[src/rtl/adxl362_spi_responder.sv]
`default_nettype none
// +----------------------------------------------------------------------------+
// | Module  : adxl362_spi_responder                                             |
// | Desc    : SPI-mode-0 slave answering the ADXL362 command set with samples   |
// |           from parallel inputs. Optional macro: ADXL_ERRCNT_EN (error cnt). |
// | Rev     : 1.0                                                               |
// +----------------------------------------------------------------------------+
module adxl362_spi_responder #(
  parameter int         SYNC_STAGES = 2,
  parameter logic [7:0] PARTID      = 8'hF2,
  parameter logic [7:0] REVID       = 8'h01
) (
  input  logic        clk,
  input  logic        reset,
  input  logic        sclk,
  input  logic        mosi,
  input  logic        ss,
  output logic        miso,
  output logic        miso_oe,
  input  logic [11:0] x_in,
  input  logic [11:0] y_in,
  input  logic [11:0] z_in,
  input  logic [11:0] temp_in,
  input  logic        sample_valid,
  output logic        measure_en
);

  typedef enum logic [2:0] {
    ST_IDLE   = 3'd0,
    ST_CMD    = 3'd1,
    ST_ADDR   = 3'd2,
    ST_DATA   = 3'd3,
    ST_IGNORE = 3'd4
  } state_t;

  localparam logic [7:0] c_CMD_WRITE  = 8'h0A;
  localparam logic [7:0] c_CMD_READ   = 8'h0B;
  localparam logic [7:0] c_SOFT_KEY   = 8'h52;
  localparam logic [5:0] c_ADDR_SOFT  = 6'h1F;

  // ---------------------------------------------------------------- synchronizers
  logic [SYNC_STAGES-1:0] r_sclk_sync;
  logic [SYNC_STAGES-1:0] r_mosi_sync;
  logic [SYNC_STAGES-1:0] r_ss_sync;
  logic                   r_sclk_d;
  logic                   r_ss_d;

  // ss resets low so a select held low across reset never looks like a new frame.
  always_ff @(posedge clk) begin
    if (reset) begin
      r_sclk_sync <= '0;
      r_mosi_sync <= '0;
      r_ss_sync   <= '0;
      r_sclk_d    <= 1'b0;
      r_ss_d      <= 1'b0;
    end else begin
      r_sclk_sync <= {r_sclk_sync[SYNC_STAGES-2:0], sclk};
      r_mosi_sync <= {r_mosi_sync[SYNC_STAGES-2:0], mosi};
      r_ss_sync   <= {r_ss_sync[SYNC_STAGES-2:0], ss};
      r_sclk_d    <= r_sclk_sync[SYNC_STAGES-1];
      r_ss_d      <= r_ss_sync[SYNC_STAGES-1];
    end
  end

  logic w_sclk_rise;
  logic w_sclk_fall;
  logic w_ss_rise;
  logic w_ss_fall;
  logic w_mosi;

  assign w_sclk_rise = r_sclk_sync[SYNC_STAGES-1] & ~r_sclk_d;
  assign w_sclk_fall = ~r_sclk_sync[SYNC_STAGES-1] & r_sclk_d;
  assign w_ss_rise   = r_ss_sync[SYNC_STAGES-1] & ~r_ss_d;
  assign w_ss_fall   = ~r_ss_sync[SYNC_STAGES-1] & r_ss_d;
  assign w_mosi      = r_mosi_sync[SYNC_STAGES-1];

  // ---------------------------------------------------------------- state
  state_t      r_state;
  logic [2:0]  r_bitcnt;
  logic [6:0]  r_shift;
  logic [5:0]  r_ptr;
  logic        r_rd;
  logic [7:0]  r_tx;
  logic        r_miso;
  logic        r_miso_oe;

  logic [11:0] r_live_x, r_live_y, r_live_z, r_live_t;
  logic [11:0] r_shd_x, r_shd_y, r_shd_z, r_shd_t;
  logic [7:0]  r_cfg [0:14];
  logic        r_data_ready;

  logic [7:0]  w_byte;
  logic        w_in_frame;
  logic        w_byte_done;
  logic        w_wr_byte;
  logic        w_rd_byte;
  logic        w_soft_rst;
  logic        w_dr_clr;
  logic        w_sample_take;
  logic [5:0]  w_rd_addr;
  logic [7:0]  w_rd_data;
  logic [7:0]  w_errcnt;

  assign w_byte        = {r_shift, w_mosi};
  assign w_in_frame    = (r_state == ST_CMD) || (r_state == ST_ADDR) || (r_state == ST_DATA);
  assign w_byte_done   = w_sclk_rise && (r_bitcnt == 3'd7) && !w_ss_rise && !w_ss_fall && w_in_frame;
  assign w_wr_byte     = w_byte_done && (r_state == ST_DATA) && !r_rd;
  assign w_rd_byte     = w_byte_done && (r_state == ST_DATA) && r_rd;
  assign w_soft_rst    = w_wr_byte && (r_ptr == c_ADDR_SOFT) && (w_byte == c_SOFT_KEY);
  assign w_dr_clr      = w_rd_byte && (r_ptr >= 6'h08) && (r_ptr <= 6'h15);
  assign w_sample_take = sample_valid && measure_en;

  assign measure_en = (r_cfg[13][1:0] == 2'b10);
  assign miso       = r_miso;
  assign miso_oe    = r_miso_oe;

  // The address phase fetches the first byte; afterwards each boundary prefetches ptr+1.
  assign w_rd_addr = (r_state == ST_ADDR) ? w_byte[5:0] : (r_ptr + 6'd1);

  always_comb begin
    w_rd_data = 8'h00;
    case (w_rd_addr)
      6'h00:   w_rd_data = 8'hAD;
      6'h01:   w_rd_data = 8'h1D;
      6'h02:   w_rd_data = PARTID;
      6'h03:   w_rd_data = REVID;
      6'h08:   w_rd_data = r_shd_x[11:4];
      6'h09:   w_rd_data = r_shd_y[11:4];
      6'h0A:   w_rd_data = r_shd_z[11:4];
      6'h0B:   w_rd_data = {7'd0, r_data_ready};
      6'h0E:   w_rd_data = r_shd_x[7:0];
      6'h0F:   w_rd_data = {{4{r_shd_x[11]}}, r_shd_x[11:8]};
      6'h10:   w_rd_data = r_shd_y[7:0];
      6'h11:   w_rd_data = {{4{r_shd_y[11]}}, r_shd_y[11:8]};
      6'h12:   w_rd_data = r_shd_z[7:0];
      6'h13:   w_rd_data = {{4{r_shd_z[11]}}, r_shd_z[11:8]};
      6'h14:   w_rd_data = r_shd_t[7:0];
      6'h15:   w_rd_data = {{4{r_shd_t[11]}}, r_shd_t[11:8]};
      6'h3F:   w_rd_data = w_errcnt;
      default: begin
        if ((w_rd_addr >= 6'h20) && (w_rd_addr <= 6'h2E)) begin
          w_rd_data = r_cfg[w_rd_addr[3:0]];
        end
      end
    endcase
  end

  // ---------------------------------------------------------------- samples
  // A sample arriving on the ss-fall clock must land in the snapshot.
  always_ff @(posedge clk) begin
    if (reset) begin
      r_live_x <= '0;
      r_live_y <= '0;
      r_live_z <= '0;
      r_live_t <= '0;
      r_shd_x  <= '0;
      r_shd_y  <= '0;
      r_shd_z  <= '0;
      r_shd_t  <= '0;
    end else begin
      if (w_sample_take) begin
        r_live_x <= x_in;
        r_live_y <= y_in;
        r_live_z <= z_in;
        r_live_t <= temp_in;
      end
      if (w_ss_fall) begin
        r_shd_x <= w_sample_take ? x_in    : r_live_x;
        r_shd_y <= w_sample_take ? y_in    : r_live_y;
        r_shd_z <= w_sample_take ? z_in    : r_live_z;
        r_shd_t <= w_sample_take ? temp_in : r_live_t;
      end
    end
  end

  // ---------------------------------------------------------------- config / status
  always_ff @(posedge clk) begin
    if (reset) begin
      for (int i = 0; i < 15; i++) r_cfg[i] <= 8'h00;
      r_data_ready <= 1'b0;
    end else begin
      if (w_soft_rst) begin
        for (int i = 0; i < 15; i++) r_cfg[i] <= 8'h00;
      end else if (w_wr_byte && (r_ptr >= 6'h20) && (r_ptr <= 6'h2E)) begin
        r_cfg[r_ptr[3:0]] <= w_byte;
      end
      if (w_sample_take) begin
        r_data_ready <= 1'b1;
      end else if (w_dr_clr || w_soft_rst) begin
        r_data_ready <= 1'b0;
      end
    end
  end

  // ---------------------------------------------------------------- error counter
`ifdef ADXL_ERRCNT_EN
  logic       w_err;
  logic [7:0] r_errcnt;

  assign w_err = (w_ss_rise && (r_state != ST_IDLE) && (r_bitcnt != 3'd0)) ||
                 (w_byte_done && (r_state == ST_CMD) &&
                  (w_byte != c_CMD_WRITE) && (w_byte != c_CMD_READ));

  always_ff @(posedge clk) begin
    if (reset || w_soft_rst) begin
      r_errcnt <= 8'h00;
    end else if (w_err && (r_errcnt != 8'hFF)) begin
      r_errcnt <= r_errcnt + 8'd1;
    end
  end

  assign w_errcnt = r_errcnt;
`else
  assign w_errcnt = 8'h00;
`endif

  // ---------------------------------------------------------------- protocol FSM
  always_ff @(posedge clk) begin
    if (reset) begin
      r_state   <= ST_IDLE;
      r_bitcnt  <= 3'd0;
      r_shift   <= 7'd0;
      r_ptr     <= 6'd0;
      r_rd      <= 1'b0;
      r_tx      <= 8'h00;
      r_miso    <= 1'b0;
      r_miso_oe <= 1'b0;
    end else if (w_ss_rise) begin
      r_state   <= ST_IDLE;
      r_bitcnt  <= 3'd0;
      r_miso    <= 1'b0;
      r_miso_oe <= 1'b0;
    end else if (w_ss_fall) begin
      r_state   <= ST_CMD;
      r_bitcnt  <= 3'd0;
      r_miso    <= 1'b0;
      r_miso_oe <= 1'b1;
    end else if (r_state != ST_IDLE) begin
      if (w_sclk_rise) begin
        r_bitcnt <= r_bitcnt + 3'd1;
        r_shift  <= w_byte[6:0];
        if (r_bitcnt == 3'd7) begin
          case (r_state)
            ST_CMD: begin
              if (w_byte == c_CMD_WRITE) begin
                r_rd    <= 1'b0;
                r_state <= ST_ADDR;
              end else if (w_byte == c_CMD_READ) begin
                r_rd    <= 1'b1;
                r_state <= ST_ADDR;
              end else begin
                r_state <= ST_IGNORE;
              end
            end
            ST_ADDR: begin
              r_ptr   <= w_byte[5:0];
              r_tx    <= w_rd_data;
              r_state <= ST_DATA;
            end
            ST_DATA: begin
              r_ptr <= r_ptr + 6'd1;
              if (r_rd) r_tx <= w_rd_data;
            end
            default: ;
          endcase
        end
      end else if (w_sclk_fall) begin
        if ((r_state == ST_DATA) && r_rd) begin
          r_miso <= r_tx[7];
          r_tx   <= {r_tx[6:0], 1'b0};
        end else begin
          r_miso <= 1'b0;
        end
      end
    end
  end

endmodule
`default_nettype wire

[config.mk]
export PLATFORM = sky130hd
export DESIGN_NAME = adxl362_spi_responder
export DESIGN_NICKNAME = d
export VERILOG_FILES = /design/src/rtl/adxl362_spi_responder.sv
export SDC_FILE = /design/constraint.sdc
export NUM_CORES = 1
export LEC_CHECK = 0
export CAP_MARGIN = 20
export CORE_MARGIN = 2
export CORE_UTILIZATION = 30
export CTS_CLUSTER_DIAMETER = 200
export DETAILED_ROUTE_END_ITERATION = 16
export SLEW_MARGIN = 20
export SYNTH_ARGS = -nofsm -noshare
export SYNTH_HDL_FRONTEND = slang
export SYNTH_SLANG_ARGS = --single-unit
export TNS_END_PERCENT = 5
[constraint.sdc]
create_clock -name clk -period 2.7 [get_ports clk]
set_input_delay 0.675 -clock clk [delete_from_list [all_inputs] [get_ports clk]]
set_output_delay 0.675 -clock clk [all_outputs]
set_load 0.01 [all_outputs]
==> results of run 1 <==
==> layer usage <==
metal | up-vias | GRT usage | part of all wire
li1 | 4861 | - | -
met1 | 4806 | 0.2295 | 0.46
met2 | 299 | 0.2618 | 0.46
met3 | 68 | 0.02057 | 0.051
met4 | 0 | 0.05038 | 0.031
met5 | - | 0 | 0
==> path summary, 6_finish.rpt <==
kind | cells after the start | to | from | slack [ns]
worst min register to register | 1 | r_ss_sync[1] | r_ss_sync[0] | 0.44
worst min-delay path | 1 | r_ss_sync[1] | r_ss_sync[0] | 0.44
worst max-delay path | 9 | r_tx[7] | r_ptr[0] | -0.04
worst max register to register | 9 | r_tx[7] | r_ptr[0] | -0.04
==> cell usage after synthesis (5+ instances only) <==
cell | n | share of area
nor2_1 | 168 | 0.051
nand2_1 | 146 | 0.044
dfxtp_1 | 135 | 0.22
edfxtp_1 | 128 | 0.31
and2_1 | 109 | 0.055
mux2i_1 | 70 | 0.056
clkbuf_1 | 65 | 0.020
a211oi_1 | 55 | 0.033
a21oi_1 | 44 | 0.018
nand3_1 | 34 | 0.014
nor3_1 | 33 | 0.013
o21ai_0 | 23 | 0.0092
buf_2 | 20 | 0.0080
inv_1 | 17 | 0.0051
and3_1 | 15 | 0.0075
a31oi_1 | 13 | 0.0065
a22oi_1 | 12 | 0.0072
o22ai_1 | 12 | 0.0060
ha_1 | 11 | 0.011
nand2b_1 | 11 | 0.0055
nor2b_1 | 11 | 0.0055
a221oi_1 | 10 | 0.0070
buf_1 | 10 | 0.0030
nor4_1 | 10 | 0.0050
o31ai_1 | 7 | 0.0042
or3_1 | 7 | 0.0035
a311oi_1 | 6 | 0.0042
nand4_1 | 6 | 0.0030
a21o_1 | 5 | 0.0030
nand3b_1 | 5 | 0.0030
or4_1 | 5 | 0.0030
==> final cells by class <==
| class | instances | area, um^2 |
|---|---|---|
| Clock inverter | 14 | 76.32 |
| Inverter | 17 | 63.81 |
| Timing Repair Buffer | 212 | 1903 |
| Clock buffer | 38 | 768.2 |
| Tap cell | 532 | 665.6 |
| Sequential cell | 263 | 6554 |
| Multi-Input combinational cell | 897 | 5612 |
| Fill cell | 4078 | 25280 |
==> cell usage in the layout (no fill, tap or decap), drive strengths merged, types with 5 or more instances in the layout <==
| cell | synthesis | final |
|---|---|---|
| a211oi | 57 | 57 |
| a21o | 5 | 5 |
| a21oi | 45 | 45 |
| a221oi | 11 | 11 |
| a22oi | 12 | 12 |
| a311oi | 6 | 6 |
| a31oi | 13 | 13 |
| and2 | 109 | 109 |
| and3 | 15 | 15 |
| buf | 38 | 157 |
| clkbuf | 65 | 38 |
| clkdlybuf4s50 | 0 | 55 |
| clkinv | 0 | 13 |
| dfxtp | 135 | 135 |
| edfxtp | 128 | 128 |
| ha | 11 | 11 |
| inv | 17 | 17 |
| mux2i | 70 | 70 |
| nand2 | 146 | 146 |
| nand2b | 11 | 11 |
| nand3 | 34 | 34 |
| nand3b | 5 | 5 |
| nand4 | 6 | 6 |
| nor2 | 168 | 168 |
| nor2b | 11 | 11 |
| nor3 | 33 | 33 |
| nor4 | 11 | 11 |
| o21ai | 26 | 26 |
| o22ai | 12 | 12 |
| o31ai | 7 | 7 |
| or3 | 7 | 7 |
| or4 | 5 | 5 |
==> power breakdown <==
part | total, uW | internal [uW] | leakage (uW) | switching [uW]
Combinational | 372 | 172 | 0.00320 | 200
Sequential | 4330 | 4280 | 0.00241 | 50.2
Clock | 3570 | 1980 | 0.000415 | 1580
Total | 8270 | 6440 | 0.00603 | 1830
==> through the flow <==
stage | hold WS (ns) | area [um^2]
floorplan | 0.4064 | 12450
global placement | 0.4293 | 14550
detailed placement | 0.4254 | 14550
CTS | 0.4407 | 15480
global route | 0.4627 | 15640
finish | 0.4354 | 15640
==> repair_timing <==
item	4_1_cts	5_1_grt
setup endpoints to repair	7	206
pin swaps	6	7
resized for setup	19	33
buffers inserted	1	3
hold endpoints to repair	0	0
==> critical path, stage by stage, from the launching register on <==
cell and delay (ns):
dfxtp_4 0.36, ha_4 0.17, and3_4 0.20, mux2i_1 0.13
mux4_2 0.53, a2111oi_4 0.32, nor4_2 0.11, a211o_1 0.35
a211oi_2 0.31, a221oi_1 0.13
==> logic make-up (layout without fill, tap and decap cells) <==
logic type,Yosys count,count (layout)
AND/OR/NAND/NOR,573,573
flip-flops,263,263
AO/OA/AOI/OAI,237,237
buffers and inverters,120,281
multiplexers,73,73
adder cells (fa/ha/maj),11,11
XOR/XNOR,3,3
==> sequential cells by signal, summed over array words and instances, names as in the netlist, 6 cells and up <==
register	cells
r_live_z	12
r_ptr	6
r_tx	8
r_shd_x	12
r_shd_y	12
r_shift	7
r_live_x	12
r_cfg	128
r_live_y	12
r_shd_t	12
r_shd_z	12
r_live_t	12
==> flow_summary.ini, run 1 <==
[outcome]
outcome = complete, but fails checks
violations = negative setup slack

[place]
dpl_worst_slack_ns = -0.1720
gp_congestion = 0.9355
port_buffers = 56
dp_hpwl_um = 25310
dp_cells = 1917

[run]
drv_cap = 0

[min_path]
hp-class = register to register

[cts]
cts_buffers = 28
clk_latency_ns = 0.55
cts_buffer_depth = 3
htreeDepth = 1
cts_tree = done
path_clk_slew_ns = 0.06
holdBufCountCts = 0
cts_root_buffer = clkbuf_16
cts_sinks = 263

[finish]
fin_cells = 1973
diodes = 0
post-route-util = 0.3822
final_nets = 1484
areaGrowthSynthToFinish_pct = 25.66
drive_above_1_share = 0.1770

[logic_synthesis]
synth-simple-area-share = 0.2222
syn_avg_cell_area_um2 = 9.725
syn_area_um2 = 12450
synth-seq-area-share = 0.5259
synth_edf_count = 128
ys_warn_count = 0
syn_nets = 1345
synth_compound_area_frac = 0.1370
synth_fa_ha_area_frac = 0.01106
synthArstFlopShare = 0
postSynthCellCount = 1280
synth-seq-cells = 263
synth-xor-area-share = 0.002111
synth_top_family_by_area = simple AND/OR/NAND/NOR gates
ys.flop_type = dfxtp_1
synthMuxAreaShare = 0.05991
ys_types = 75

[floorplanning]
dieWidth_um = 207.7
die-area_um2 = 43140
io_pins = 57
core.rowCount = 74
start_util = 0.3042
die-height_um = 207.7
core_area_um2 = 40920

[routing]
routed_wl_um = 35670
viasPerCell = 5.086
drc = 0
route.vias.total = 10030
drt_iter0_drc = 712
first_pass_iters = 7
routedWlPerCell_um = 18.08
postRouteAntennaNets = 0

[setup_path]
path_max_fanout = 6
start_kind = register
cp-end-kind = register
cp.required_ns = 3.13
worst-setup-path-type = register to register
arrival_ns = 3.17

[grt]
antenna_found_initial = 0
grt_max_degree = 133
grt_pass1_wl_um = 56770
track_usage = 0.1633
first_global_vias = 9956
grt.overflow.total = 0

[sta]
rsz0062_at_grt = yes
max_freq_mhz = 365.2
max_slew_margin = 0.3612
worst_pin_slew_ns = 0.9582
worst_slack_ns = -0.03818
slew_viol_final = 0
setup_viol = 3
hold_viol_final = 0
skew_ns = 0.006653
tns_ns = -0.07305
period_share = 1.014
layout_min_cycle_time_ns = 2.738

[power_and_ir_drop]
leakage_uw = 0.006031
power_density_nw_per_um2 = 528.5
power_uw = 8267
peakVddDrop_mv = 0.5366
No activity file was read; power rests on OpenSTA's default activity.
==> inputs of run 2 (changes only) <==
- CTS_BUF_LIST: not set -> sky130_fd_sc_hd__clkbuf_2 sky130_fd_sc_hd__clkbuf_4 sky130_fd_sc_hd__clkbuf_8
==> flow_summary.ini, run 2 (synthesis results as in run 1) <==
[setup_path]
path_max_fanout = 12
cp-end-kind = register
crit_start = r_state[1]
rrSetupSlack_ns = 0.02
worst-setup-path-type = register to register
regToRegStartpoint = r_state[1]
arrival_ns = 3.16
r2r_cells = 9
r2r-end = r_tx[7]
cp.required_ns = 3.18
start_kind = register

[floorplanning]
die-height_um = 207.7
core_area_um2 = 40920
dieWidth_um = 207.7
start_util = 0.3042
core.rowCount = 74
die-area_um2 = 43140
io_pins = 57

[finish]
max_flop_register = r_cfg
final_nets = 1502
final_common_cell = nor2_1
diodes = 0
largest_register_ffs = 128
stdcell_area_um2 = 15740
drive_above_1_share = 0.1993
areaGrowthSynthToFinish_pct = 26.47
layout_common_cells = 163 x nor2_1, 144 x nand2_1, 142 x buf_4

[routing]
drt_iter0_drc = 774
routed_wl_um = 36030
route.vias.total = 10130
viasPerCell = 5.061
routedWlPerCell_um = 18.00
first_pass_iters = 5
postRouteAntennaNets = 0
drc = 0

[cts]
cts_sinks = 263
clk_latency_ns = 0.58
htreeDepth = 2
cts_buffer_depth = 3
cts_tree = done
cts_root_buffer = clkbuf_8
path_clk_slew_ns = 0.06
cts_buffers = 46

[grt]
grt_max_degree = 133
antenna_found_initial = 0
grt.overflow.total = 0
track_usage = 0.1655
first_global_vias = 10060
grt_pass1_wl_um = 57240

[sta]
hold_viol_final = 0
period_share = 0.9938
slew_viol_final = 0
rsz0062_at_grt = yes
setup_viol = 0
fin_hold_ws_ns = 0.4382
worst_pin_slew_ns = 0.9470
layout_min_cycle_time_ns = 2.683
skew_ns = 0.02550
max_freq_mhz = 372.7
max_slew_margin = 0.3687

[min_path]
hold_path_end = r_ss_sync[1]
min_path_cells = 1
hp-class = register to register
min-delay-start = r_ss_sync[0]

[place]
gp_congestion = 0.9355
port_buffers = 56
dpl-instance-area_um2 = 14550
dp_hpwl_um = 25310

[power_and_ir_drop]
leakage_uw = 0.006111
power_density_nw_per_um2 = 540.1
peakVddDrop_mv = 0.3084

[outcome]
outcome = finished clean

[run]
drv_cap = 0
-- run 2: what timing repair did --
item                                    4_1_cts  5_1_grt
pin swaps                                     4        4
endpoints found under the setup margin        8      199
gates resized for setup                      19       29
setup buffers                                 3        1
endpoints found under the hold margin         0        0
hold buffers                                  0        0
-- run 2: area by class of cell --
| cell class | instances | area [um^2] |
|---|---|---|
| Inverter | 17 | 63.81 |
| Timing Repair Buffer | 212 | 1899 |
| Fill cell | 4088 | 25180 |
| Sequential cell | 263 | 6551 |
| Clock inverter | 7 | 68.82 |
| Clock buffer | 74 | 893.4 |
| Multi-Input combinational cell | 897 | 5602 |
| Tap cell | 532 | 665.6 |
-- run 2: per-layer routing --
metal,vias to the layer above,global-route usage,share of wire
li1,4901,-,-
met1,4825,0.2291,0.45
met2,337,0.2630,0.46
met3,69,0.02769,0.057
met4,0,0.05454,0.028
met5,-,0,0
-- run 2: worst max path at each step --
stage / end / slack, ns / depth (start not counted)
2_1_floorplan: r_cfg[4][0] / -0.20 / 9
3_3_place_gp: r_tx[6] / -0.04 / 9
3_5_place_dp: r_tx[6] / -0.17 / 9
4_1_cts: r_tx[4] / -0.02 / 10
5_1_grt: r_tx[3] / -0.07 / 12
6_report: r_tx[7] / 0.02 / 9
-- run 2: critical path, stage by stage, from the launching register on --
cell,delay [ns]
dfxtp_1,0.32
buf_4,0.17
nor3b_1,0.20
buf_4,0.25
nor4_1,0.10
a211oi_2,0.33
buf_4,0.25
o22ai_1,0.11
or4_1,0.61
a221oi_1,0.27
-- run 2: report_power, final --
group	switching, uW	internal [uW]	leakage (uW)	total (uW)
registers	50.3	4280	0.00241	4330
clock network	1620	2180	0.000511	3800
logic	200	172	0.00319	371
-- run 2: through the flow --
stage,setup TNS [ns],worst slack (ns),utilization,total power (uW),cells
2_1_floorplan,-16.94,-0.1973,-,4588,1280
3_3_place_gp,-0.1214,-0.03916,0.3554,4782,1917
3_5_place_dp,-0.7179,-0.1720,0.3554,4789,1917
4_1_cts,-0.04056,-0.01830,0.3814,8612,2001
5_1_grt,-0.4193,-0.07269,0.3847,8830,2002
6_report,0,0.01661,0.3847,8504,2002
